<file path="config.mk">
export PLATFORM = sky130hd
export DESIGN_NAME = fifo_stream_rdr
export DESIGN_NICKNAME = d
export VERILOG_FILES = /design/src/rtl/fifo_stream_rdr.sv
export SDC_FILE = /design/constraint.sdc
export NUM_CORES = 1
export LEC_CHECK = 0
export CORE_MARGIN = 3
export CORE_UTILIZATION = 33
export DETAILED_ROUTE_END_ITERATION = 16
export GPL_TIMING_DRIVEN = 0
export PLACE_DENSITY = 0.54
export SLEW_MARGIN = 0
export SYNTH_ARGS = -nofsm -noshare
export SYNTH_HDL_FRONTEND = slang
export SYNTH_SLANG_ARGS = --single-unit
</file>
<file path="constraint.sdc">
create_clock -name clk -period 4.44 [get_ports clk]
set_input_delay 1.332 -clock clk [delete_from_list [all_inputs] [get_ports clk]]
set_output_delay 1.332 -clock clk [all_outputs]
set_load 0.02 [all_outputs]
</file>
<file path="src/rtl/fifo_stream_rdr.sv">
// Drains a registered-read FIFO into a valid/ready stream with a per-burst m_last marker; optional XFER_CNT_EN adds xfer_cnt/cnt_clr.
// Latency: fifo_rd_en in cycle N gives m_valid in N+2, sustaining 1 beat/cycle.
// Backpressure: a 2-entry skid absorbs the read latency; reads stop once buffered plus in-flight words would exceed 2.
module fifo_stream_rdr #(
    parameter int WIDTH     = 64,
    parameter int BURST_LEN = 16,
    parameter int BCNT_W    = $clog2(BURST_LEN)
) (
    input  logic             clk,
    input  logic             rst_n,
    input  logic             enable,
    input  logic             fifo_empty,
    input  logic [WIDTH-1:0] fifo_dout,
    output logic             fifo_rd_en,
    output logic             m_valid,
    input  logic             m_ready,
    output logic [WIDTH-1:0] m_data,
    output logic             m_last,
    output logic             busy
`ifdef XFER_CNT_EN
    ,
    input  logic             cnt_clr,
    output logic [31:0]      xfer_cnt
`endif
);

    typedef enum logic [1:0] {
        S_IDLE  = 2'd0,
        S_RUN   = 2'd1,
        S_DRAIN = 2'd2
    } state_t;

    localparam logic [BCNT_W-1:0] LAST_BEAT = BCNT_W'(BURST_LEN - 1);

    state_t             r_state;
    state_t             w_state_nxt;
    logic [1:0]         r_occ;
    logic               r_pend;
    logic [WIDTH-1:0]   r_head;
    logic [WIDTH-1:0]   r_tail;
    logic [BCNT_W-1:0]  r_beat;
    logic               w_pop;
    logic [2:0]         w_level;

    assign w_pop   = m_valid && m_ready;
    // Occupancy after this edge if a read were issued now: pop can only occur with occ>=1, so no underflow.
    assign w_level = {1'b0, r_occ} + {2'b00, r_pend} - {2'b00, w_pop};

    assign fifo_rd_en = (r_state == S_RUN) && enable && !fifo_empty && (w_level < 3'd2);
    assign m_valid    = (r_occ != 2'd0);
    assign m_data     = r_head;
    assign m_last     = m_valid && (r_beat == LAST_BEAT);
    assign busy       = (r_state != S_IDLE);

    always_ff @(posedge clk or negedge rst_n) begin
        if (!rst_n) begin
            r_state <= S_IDLE;
        end else begin
            r_state <= w_state_nxt;
        end
    end

    always_comb begin
        w_state_nxt = r_state;
        case (r_state)
            S_IDLE:  if (enable) w_state_nxt = S_RUN;
            S_RUN:   if (!enable) w_state_nxt = S_DRAIN;
            S_DRAIN: begin
                if (enable) begin
                    w_state_nxt = S_RUN;
                end else if (!r_pend && (r_occ == 2'd0)) begin
                    w_state_nxt = S_IDLE;
                end
            end
            default: w_state_nxt = S_IDLE;
        endcase
    end

    always_ff @(posedge clk or negedge rst_n) begin
        if (!rst_n) begin
            r_pend <= 1'b0;
            r_occ  <= 2'd0;
            r_head <= '0;
            r_tail <= '0;
        end else begin
            r_pend <= fifo_rd_en;
            case ({r_pend, w_pop})
                2'b10: begin
                    if (r_occ == 2'd0) begin
                        r_head <= fifo_dout;
                    end else begin
                        r_tail <= fifo_dout;
                    end
                    r_occ <= r_occ + 2'd1;
                end
                2'b01: begin
                    r_head <= r_tail;
                    r_occ  <= r_occ - 2'd1;
                end
                2'b11: begin
                    if (r_occ == 2'd1) begin
                        r_head <= fifo_dout;
                    end else begin
                        r_head <= r_tail;
                        r_tail <= fifo_dout;
                    end
                end
                default: ;
            endcase
        end
    end

    // Beat position survives IDLE/DRAIN so bursts stay aligned across pauses.
    always_ff @(posedge clk or negedge rst_n) begin
        if (!rst_n) begin
            r_beat <= '0;
        end else if (w_pop) begin
            r_beat <= (r_beat == LAST_BEAT) ? '0 : r_beat + 1'b1;
        end
    end

`ifdef XFER_CNT_EN
    logic [31:0] r_xfer_cnt;

    always_ff @(posedge clk or negedge rst_n) begin
        if (!rst_n) begin
            r_xfer_cnt <= '0;
        end else if (cnt_clr) begin
            r_xfer_cnt <= '0;
        end else if (w_pop && (r_xfer_cnt != 32'hFFFF_FFFF)) begin
            r_xfer_cnt <= r_xfer_cnt + 32'd1;
        end
    end

    assign xfer_cnt = r_xfer_cnt;
`endif

endmodule
</file>
[After elaboration in Yosys (flattened, before gate mapping)]
Index checks and enable logic that the tools add are counted.
Widths: inputs -> output; s select.
Word-level totals
  word-level logic and storage cells: 56
  input port bits: 69
  output and inout bits: 68
  bits in registers: 137
Operators by class
  reduce and logical (&&, ||, !) cells: 18
  $add $sub $neg: 5
  multiplexer cells: 13
  equal/unequal tests: 13
  $lt $le $gt $ge: 1
Operator list (count)
  $mux 64: 4
  $pmux 64 s3: 1
  $pmux 64 s2: 1
  $ne 2x2->1 const B: 5
  $mux 2: 4
  $reduce_bool 2->1: 4
  $eq 2x1->1 const B: 3
  $eq 2x2->1 const B: 3
  $logic_and 1x1->1: 6
  $pmux 2 s3: 1
  $reduce_and 3->1: 2
  $add 4x1->4 const B: 1
  $eq 4x4->1 const B: 1
  $logic_not 2->1: 2
  $mux 4: 1
  $pmux 2 s2: 1
  $add 2x1->3: 1
  $lt 3x2->1 const B: 1
  $ne 3x3->1 const B: 1
  $reduce_bool 3->1: 1
  $sub 3x1->3: 1
  $add 2x1->2 const B: 1
  $logic_not 1->1: 2
  $reduce_and 2->1: 1
  $sub 2x1->2 const B: 1

[Longest topological paths before layout]
Gate-level depths: netlist of the first run.
  depth in word-level cells: 5
  depth in mapped cells: 10
  gate-level depth less buffers: 9

[Worst setup path before layout of the first run]
Ideal clock, no wire load.
  path type: in2out
  start: in m_ready
  end: out fifo_rd_en
  path buffers: 1
  data required time: 3.108 ns
  path slack: -0.205 ns
  cell stages on the path: 8
  arrival: 3.313 ns
  cell sequence: nor2b_1 clkbuf_1 inv_1 ha_1 nand2b_1 fa_1 xor2_1 nor3_1
On the way
  cells in the longest elaborated chain, start to end: 4
Ends and longest elaborated chain
  from (decl): RTL line 16  | input logic m_ready,
  $logic_and 1x1->1: RTL line 45  | assign w_pop = m_valid && m_ready;
  $sub 3x1->3: RTL line 47  | assign w_level = {1'b0, r_occ} + {2'b00, r_pend} - {2'b00, w_pop};
  $lt 3x2->1: RTL line 49  | assign fifo_rd_en = (r_state == S_RUN) && enable && !fifo_empty && (w_level < 3'd2);
  $logic_and 1x1->1: RTL line 49
  to (decl): RTL line 14  | output logic fifo_rd_en,
Every way passes these cells.

[Worst setup path after layout of the first run]
Ends and elaborated chain as after synthesis.

==> results of run 1 <==
==> sequential cells by signal, indices dropped and copies added, names as in the netlist <==
register / count
r_beat: 4
m_data: 64
r_state: 2
r_occ: 2
r_pend: 1
r_tail: 64
==> power by group through the flow <==
stage	Clock [mW]	Combinational [mW]	Sequential, mW
finish	1.45	2.42	2.15
floorplan	0	1.18	2.41
detailed placement	0	2.41	2.16
CTS	1.50	2.45	2.15
global placement	0	2.37	2.14
global route	1.55	2.63	2.23
==> Yosys cell counts, drive strengths merged <==
cell type / number / share of area (%)
clkbuf: 10 / 0.61
inv: 7 / 0.43
mux2i: 64 / 10
a32oi: 1 / 0.14
xor2: 1 / 0.14
mux2: 65 / 16
nor2b: 3 / 0.31
o21ai: 68 / 5.6
nand4: 1 / 0.10
nor3: 1 / 0.082
buf: 16 / 2.3
or2: 2 / 0.25
nand2: 74 / 4.5
xnor2: 3 / 0.43
dfrtp: 137 / 56
fa: 1 / 0.33
a21oi: 5 / 0.65
nand2b: 2 / 0.20
a21boi: 1 / 0.12
ha: 5 / 1.0
nor2: 1 / 0.061
nand3b: 1 / 0.12
o211ai: 1 / 0.12
nand3: 2 / 0.16
and2b: 1 / 0.14
==> layout by cell type, fill, tap and decap left out, types with 6 or more instances in the layout <==
cell	netlist	final
dfrtp_1	137	137
clkbuf_16	0	17
o21ai_0	65	65
buf_8	6	6
clkbuf_1	10	10
clkdlybuf4s50_1	0	133
nand2_1	74	74
inv_1	7	6
buf_2	10	10
mux2_4	60	60
mux2i_1	64	64
==> metal layers <==
metal	vias to the layer above	global-route usage (%)	share of wire, %
li1	1955	-	-
met1	2062	20.0	47
met2	109	23.0	47
met3	13	4.60	5.5
met4	0	5.51	1.4
met5	-	0	0
==> cells by family after synthesis <==
logic type | after synthesis
buf+inv | 33
fa+ha+maj | 6
compound gates | 76
mux | 129
simple gates | 88
xor+xnor | 4
flops | 137
==> final cells by class <==
cell class                      count  area (sq um)  area share [%]
Inverter                            7          28.8           0.339
Tap cell                          229           287            3.38
Clock inverter                     13           168            1.98
Buffer                             26           185            2.18
Multi-Input combinational cell    303          2520            29.7
Clock buffer                       19           443            5.22
Sequential cell                   137          3430            40.4
Timing Repair Buffer              141          1420            16.8
==> worst max-delay path by stage <==
stage	to	slack, ps	depth (start not counted)
final	fifo_rd_en	80	10
after global routing	fifo_rd_en	-4	10
after CTS	fifo_rd_en	70	10
after detailed placement	fifo_rd_en	-1070	10
after global placement	r_occ[1]$_DFFE_PN0N_	-3420	1
after floorplan	fifo_rd_en	80	8
==> through the flow <==
step | hold WS [ps] | area [sq um] | setup WS, ps
after global routing | 511 | 8490 | -3.64
after global placement | 460 | 7780 | -3420
after CTS | 484 | 8460 | 67.2
final | 478 | 8490 | 75.5
after floorplan | 451 | 6130 | 79.5
after detailed placement | 472 | 7810 | -1070
==> timing repair <==
item                       CTS  global route
pin swaps                    4             3
setup buffers                3             1
resized for setup           15             4
setup endpoints to repair    1             1
==> critical path, delay by kind of cell <==
family,cells,cell delay (ps)
buffers and inverters,4,410
adders and majority gates,2,690
and+or+nand+nor,4,600
==> flow_metrics.py, run 1 <==
metrics = {
    "synth": {
        "synthAdderAreaFrac_pct": 1.35,
        "synth.avg_cell_area_sq_um": 12.9,
        "synth_compound_area_share_pct": 6.61,
        "synth_nets": 548,
        "synthCells": 473,
        "ys_ff_latch": 137,
        "yosys.area_share.simple_pct": 5.97,
        "synth_top_family_by_area": "multiplexers",
        "synthXorXnorAreaFrac_pct": 0.573,
        "synth.yosys.seq_area_share_pct": 56.0,
        "netlist_area_sq_um": 6120,
        "synth_mux_area_share_pct": 26.1,
        "yosysUniqueCellTypes": 31,
        "ys_warn_count": 0,
    },
    "clock_network": {
        "cts_tree": "yes",
        "ctsHoldBuffers": 0,
        "clock-root-buffer": "clkbuf_16",
        "cts_max_path_buffers": 2,
        "numCtsBuffers": 17,
        "htreeDepth": 4,
        "cts_sinks": 137,
        "path_clk_slew_ps": 60,
        "clock_latency_ps": 420,
    },
    "route": {
        "wl_per_cell_microns": 16.8,
        "ant_nets": 0,
        "drc": 0,
        "num_vias": 4139,
        "detail_route.iter0.violations": 214,
        "dr.pass1.iters": 4,
        "drt_wl_total_microns": 14700,
        "viasPerCell": 4.73,
    },
    "floorplan": {
        "fp-row-count": 49,
        "pin_count": 137,
        "initial_core_util_pct": 33.8,
        "die_y_microns": 142,
        "fp.dieArea_sq_um": 20200,
        "die_width_microns": 142,
        "core_area_sq_um": 18100,
    },
    "sta": {
        "fmax_mhz": 229,
        "max_slew_margin_pct": 58.4,
        "fin_crit_ps": 4360,
        "fin_crit_sh_pct": 98.3,
        "slew_violations": 0,
        "hold_violations": 0,
        "worstMarginPinSlew_ps": 624,
        "timing.setup.tns_ps": 0,
        "setup_viol": 0,
        "finalClockSkew_ps": 6.61,
    },
    "place": {
        "port_buffers": 136,
        "hpwl_microns": 9980,
        "gp_congestion": 0.748,
        "dp.cells": 839,
    },
    "worst_setup_path": {
        "worst-setup-path-type": "in2out",
        "cpPeakStageDelay_ps": 500,
        "crit_fanout": 3,
        "rrSetupSlack_ps": 1830,
        "worst-endpoint-arrival_ps": 3030,
        "r2r-start": "r_occ[1]$_DFFE_PN0N_",
        "endpoint_kind": "output port",
        "reg2reg_depth": 11,
        "startpoint": "m_ready",
        "required_ps": 3110,
        "crit_top_cell": "buf_6",
        "r2r-end": "m_data[53]$_DFFE_PN0P_",
        "cp_slowest_cell": "fa_1",
        "worstPathCellList": "buf_6 > nor2b_4 > buf_6 > inv_4 > ha_4 > nand2b_4 > fa_1 > nand3b_1 > nor3_4 > buf_6",
        "startpoint_type": "primary input",
    },
    "min_path": {
        "holdCritStartpoint": "m_data[23]$_DFFE_PN0P_",
        "whs_path_depth": 2,
        "hold_path.class": "reg2reg",
        "min_to": "m_data[23]$_DFFE_PN0P_",
    },
    "power_and_ir_drop": {
        "power.leakage_nw": 3.93,
        "seqPwrFrac_pct": 35.7,
        "p_int_mw": 3.99,
        "ir_drop_mv": 0.286,
        "clockPowerShare_pct": 24.2,
        "pwr-share-comb_pct": 40.1,
        "p_sw_mw": 2.03,
        "p_per_area_nw_per_um2": 710,
        "power_mw": 6.02,
        "p_sw_share_pct": 33.7,
    },
    "global_route": {
        "grt_max_degree": 75,
        "grt_pass1_wl_microns": 23700,
        "grt-ovfl-total": 0,
        "grt_pass1_vias": 4477,
        "antenna_found_initial": 0,
        "grt_usage_pct": 14.9,
    },
    "cells_and_area": {
        "n_antenna_cell": 0,
        "finalNetCount": 708,
        "fin_util_pct": 46.9,
        "drive_gt1_share_pct": 20.3,
        "fill_cells": 1635,
        "area_delta_synth_final_pct": 38.7,
        "fin_cells": 875,
    },
    "run": {
        "drv_cap": 0,
    },
    "status": {
        "outcome": "completed",
    },
}
No activity file was read; power rests on OpenSTA's default activity.
==> inputs of run 2 (changes only) <==
PLACE_DENSITY = 0.56   (was 0.54)
clock period = 4 ns   (was 4.44 ns; I/O delays follow)
==> flow_metrics.py, run 2 (synthesized netlist as in run 1, its figures left out) <==
metrics = {
    "global_route": {
        "grt_max_degree": 74,
        "grt_pass1_wl_microns": 24300,
        "grt_usage_pct": 15.3,
        "antenna_found_initial": 0,
        "grt_pass1_vias": 4548,
        "grt-ovfl-total": 0,
    },
    "worst_setup_path": {
        "required_ps": 2800,
        "endpoint_kind": "output port",
        "reg2reg_depth": 9,
        "worst-endpoint-arrival_ps": 2830,
        "rrSetupSlack_ps": 1550,
        "r2r-start": "r_occ[1]$_DFFE_PN0N_",
        "crit_fanout": 4,
        "startpoint_type": "primary input",
        "worst-setup-path-type": "in2out",
        "r2r-end": "m_data[34]$_DFFE_PN0P_",
    },
    "min_path": {
        "holdCritStartpoint": "m_data[0]$_DFFE_PN0P_",
        "whs_path_depth": 2,
        "min_to": "m_data[0]$_DFFE_PN0P_",
        "hold_path.class": "reg2reg",
    },
    "floorplan": {
        "die_y_microns": 142,
        "initial_core_util_pct": 33.8,
        "core_area_sq_um": 18100,
        "die_width_microns": 142,
        "fp-row-count": 49,
        "fp.dieArea_sq_um": 20200,
        "pin_count": 137,
    },
    "sta": {
        "fmax_mhz": 248,
        "worstMarginPinSlew_ps": 680,
        "timing.setup.tns_ps": -27.9,
        "finalClockSkew_ps": 7.05,
        "fin_crit_sh_pct": 101,
        "hold_violations": 0,
        "setup_viol": 1,
        "slew_violations": 0,
        "grt_setup_unrepaired": "true",
        "max_slew_margin_pct": 54.6,
        "fin_crit_ps": 4030,
        "setup_ws_ps": -27.9,
    },
    "cells_and_area": {
        "n_antenna_cell": 0,
        "seqCellArea_sq_um": 3430,
        "fin_area_sq_um": 8500,
        "area_delta_synth_final_pct": 38.9,
        "fin_cells": 875,
        "drive_gt1_share_pct": 20.9,
        "fill_cells": 1621,
        "final_cell_mix": "dfrtp_1 (135), clkdlybuf4s50_1 (133), nand2_1 (74)",
        "finalNetCount": 708,
        "layout_commonest_cell": "dfrtp_1",
        "multi_input_area_sq_um": 2530,
    },
    "place": {
        "gp_congestion": 0.747,
        "hpwl_microns": 9810,
        "port_buffers": 136,
        "dp.cells": 839,
        "dp_slack_ps": -1130,
        "placed_cell_area_sq_um": 7820,
    },
    "clock_network": {
        "cts_max_path_buffers": 2,
        "cts_sinks": 137,
        "clock_latency_ps": 410,
        "htreeDepth": 4,
        "cts_tree": "yes",
        "path_clk_slew_ps": 60,
        "numCtsBuffers": 17,
        "clock-root-buffer": "clkbuf_16",
    },
    "route": {
        "dr.pass1.iters": 4,
        "drt_wl_total_microns": 14700,
        "wl_per_cell_microns": 16.8,
        "viasPerCell": 4.72,
        "ant_nets": 0,
        "drc": 0,
        "detail_route.iter0.violations": 123,
        "num_vias": 4131,
    },
    "power_and_ir_drop": {
        "p_per_area_nw_per_um2": 789,
        "power_mw": 6.71,
        "ir_drop_mv": 0.384,
        "power.leakage_nw": 3.94,
    },
    "run": {
        "drv_cap": 0,
    },
    "status": {
        "outcome": "finished with violations",
        "violations": "setup timing",
    },
}
run 2: cell types whose count changed in the layout (fill, tap and decap cells not counted), sizes merged:
cell / change
clkinv: +2
clkinvlp: -2
run 2: worst max-delay path: stages:
cell and delay, ps:
buf_6 90, buf_4 120, nor2b_2 170, and2b_2 230, fa_1 510, nand3b_1 130
nor3_4 230, buf_6 140
run 2: repair_timing:
item	in CTS	in global routing
buffers inserted	4	1
pin swaps	4	4
resized for setup	14	5
hold buffers	0	0
setup endpoints to repair	1	1
run 2: worst max-delay path by stage:
stage                     startpoint              endpoint  slack, ps  cells past startpoint
after floorplan              m_ready            fifo_rd_en          4                      8
after global placement         rst_n  r_occ[1]$_DFFE_PN0N_      -3830                      1
after detailed placement     m_ready            fifo_rd_en      -1130                     10
after CTS                    m_ready            fifo_rd_en        -80                     10
after global routing         m_ready            fifo_rd_en        -90                      8
final                        m_ready            fifo_rd_en        -30                      8
run 2: layout make-up:
class                   instances  share of cell area [%]
plain buffers                  25                    2.05
clock buffers                  19                    5.33
clock inverters                13                    1.96
inverters                       7                   0.339
multi-input cells             303                    29.7
flip-flops and latches        137                    40.4
well taps                     229                    3.37
repair buffers                142                    16.8
run 2: power breakdown:
part	total [mW]	internal [mW]	switching [mW]	leakage (nW)
registers	2.39	2.01	0.374	1.73
logic	2.68	1.41	1.27	1.91
clock network	1.64	1.02	0.623	0.296
total	6.71	4.45	2.26	3.94
run 2: per-layer routing:
metal	GRT usage (%)	wire, microns	share of wire (%)	up-vias
li1	-	-	-	1959
met1	20.2	6760	46	2057
met2	24.4	6960	47	101
met3	4.20	796	5.4	14
met4	4.85	181	1.2	0
met5	0	0	0	-
run 2: stage by stage:
| stage | utilization (%) | hold slack (ps) |
|---|---|---|
| 2_1_floorplan | - | 451 |
| 3_3_place_gp | 43.1 | 462 |
| 3_5_place_dp | 43.2 | 469 |
| 4_1_cts | 46.9 | 483 |
| 5_1_grt | 47.0 | 506 |
| 6_report | 47.0 | 480 |
==> inputs of run 3 (changes only) <==
SKIP_LAST_GASP = 1   (was unset)
clock period = 3.3 ns   (was 4 ns; I/O delays follow)
==> flow_metrics.py, run 3 (synthesized netlist as in run 1, its figures left out) <==
metrics = {
    "worst_setup_path": {
        "worst-endpoint-arrival_ps": 2660,
        "r2r-start": "r_occ[0]$_DFFE_PN0N_",
        "crit_fanout": 2,
        "rrSetupSlack_ps": 970,
        "crit_buf_inv": 4,
        "required_ps": 2310,
        "r2r-end": "m_data[45]$_DFFE_PN0P_",
        "cpPeakStageDelay_ps": 500,
        "worst-setup-path-type": "in2out",
        "cp_slowest_cell": "fa_1",
        "startpoint_type": "primary input",
        "endpoint_kind": "output port",
        "startpoint": "m_ready",
        "crit_top_cell": "buf_6",
        "reg2reg_depth": 10,
        "crit_family": "adder cells",
        "worstPathCellList": "buf_6 > nor2b_4 > buf_6 > inv_4 > ha_4 > nand2b_4 > fa_1 > nand3b_1 > nor3_4 > buf_6",
    },
    "power_and_ir_drop": {
        "p_int_mw": 5.40,
        "seqPwrFrac_pct": 35.4,
        "power_mw": 8.15,
        "p_per_area_nw_per_um2": 955,
        "clockPowerShare_pct": 24.0,
        "ir_drop_mv": 0.370,
        "pwr-share-comb_pct": 40.6,
        "p_sw_mw": 2.75,
        "power.leakage_nw": 3.95,
        "p_sw_share_pct": 33.8,
    },
    "cells_and_area": {
        "final_cell_mix": "dfrtp_1 (136), clkdlybuf4s50_1 (133), nand2_1 (74)",
        "fin_util_pct": 47.2,
        "layout_commonest_cell": "dfrtp_1",
        "finalNetCount": 712,
        "drive_gt1_share_pct": 21.6,
        "fill_cells": 1607,
        "n_antenna_cell": 0,
        "area_delta_synth_final_pct": 39.4,
        "multi_input_area_sq_um": 2540,
        "seqCellArea_sq_um": 3430,
        "fin_area_sq_um": 8530,
    },
    "clock_network": {
        "clock_latency_ps": 410,
        "clock-root-buffer": "clkbuf_16",
        "htreeDepth": 4,
        "cts_max_path_buffers": 2,
        "cts_tree": "yes",
        "path_clk_slew_ps": 50,
        "cts_sinks": 137,
        "numCtsBuffers": 17,
    },
    "sta": {
        "grt_setup_unrepaired": "true",
        "setup_viol": 1,
        "setup_ws_ps": -354,
        "hold_violations": 0,
        "hold-worst-slack_ps": 475,
        "fmax_mhz": 274,
        "slew_violations": 0,
        "fin_crit_ps": 3650,
        "worstMarginPinSlew_ps": 654,
        "timing.setup.tns_ps": -354,
        "max_slew_margin_pct": 56.3,
        "finalClockSkew_ps": 6.88,
        "fin_crit_sh_pct": 111,
    },
    "place": {
        "port_buffers": 136,
        "placed_cell_area_sq_um": 7830,
        "gp_congestion": 0.772,
        "hpwl_microns": 9940,
    },
    "route": {
        "detail_route.iter0.violations": 117,
        "ant_nets": 0,
        "drc": 0,
        "num_vias": 4159,
        "dr.pass1.iters": 4,
        "drt_wl_total_microns": 14900,
        "wl_per_cell_microns": 17.0,
        "viasPerCell": 4.74,
    },
    "floorplan": {
        "fp-row-count": 49,
        "pin_count": 137,
        "fp.dieArea_sq_um": 20200,
        "die_y_microns": 142,
        "die_width_microns": 142,
        "initial_core_util_pct": 33.8,
        "core_area_sq_um": 18100,
    },
    "global_route": {
        "grt_usage_pct": 15.1,
        "grt_max_degree": 74,
        "grt_pass1_vias": 4518,
        "grt_pass1_wl_microns": 24000,
        "antenna_found_initial": 0,
        "grt-ovfl-total": 0,
    },
    "status": {
        "violations": "setup timing",
        "outcome": "finished with violations",
    },
    "min_path": {
        "holdCritStartpoint": "m_data[21]$_DFFE_PN0P_",
        "hold_path.class": "reg2reg",
        "min_to": "m_data[21]$_DFFE_PN0P_",
        "whs_path_depth": 2,
    },
    "run": {
        "drv_cap": 0,
    },
}
run 3: changes by cell type in the layout (fill, tap and decap cells not counted), sizes merged:
cell / change
clkinv: -1
clkbuf: -1
buf: +4
clkinvlp: +1
run 3: worst register-to-register path, cell delays in order, from the launching register on:
cell     delay, ps
dfrtp_2        410
inv_2           90
ha_4           170
nor2b_4         40
buf_6          110
buf_4          150
a21oi_2        490
buf_2          360
buf_2          290
nand2_1         80
o21ai_0         70
run 3: power by group through the flow:
stage	sequential, mW	clock (mW)	combinational [mW]
6_report	2.89	1.96	3.30
5_1_grt	2.98	2.08	3.59
4_1_cts	2.89	2.01	3.34
3_5_place_dp	2.91	0	3.26
3_3_place_gp	2.88	0	3.20
2_1_floorplan	3.24	0	1.60
run 3: area by class of cell:
type / instances / share of cell area (%)
flip-flops and latches: 137 / 40.2
multi-input cells: 303 / 29.8
repair buffers: 145 / 17.0
clock buffers: 18 / 5.15
well taps: 229 / 3.36
plain buffers: 26 / 2.17
clock inverters: 13 / 1.98
inverters: 7 / 0.337
run 3: stage by stage:
stage / worst slack, ps / cells
global placement: -4250 / 838
floorplan: -226 / 473
detailed placement: -1370 / 839
global route: -442 / 878
finish: -354 / 878
CTS: -380 / 876
run 3: repair_timing:
action                                  CTS  global route
resized for setup                        14             8
buffers inserted                          6             2
endpoints found under the setup margin    1             1
hold buffers                              0             0
endpoints found under the hold margin     0             0
pin swaps                                 4             4
run 3: how the worst max path moves through the flow:
stage | end | slack [ps] | cells past startpoint
6_report | fifo_rd_en | -350 | 10
5_1_grt | fifo_rd_en | -440 | 10
4_1_cts | fifo_rd_en | -380 | 10
3_5_place_dp | fifo_rd_en | -1370 | 10
3_3_place_gp | r_occ[1]$_DFFE_PN0N_ | -4250 | 1
2_1_floorplan | fifo_rd_en | -230 | 8
run 3: layer usage:
metal,global-route usage [%],vias up,wire length [microns]
li1,-,1968,-
met1,19.3,2080,6710
met2,24.2,97,7200
met3,4.67,14,791
met4,5.56,0,196
met5,0,-,0
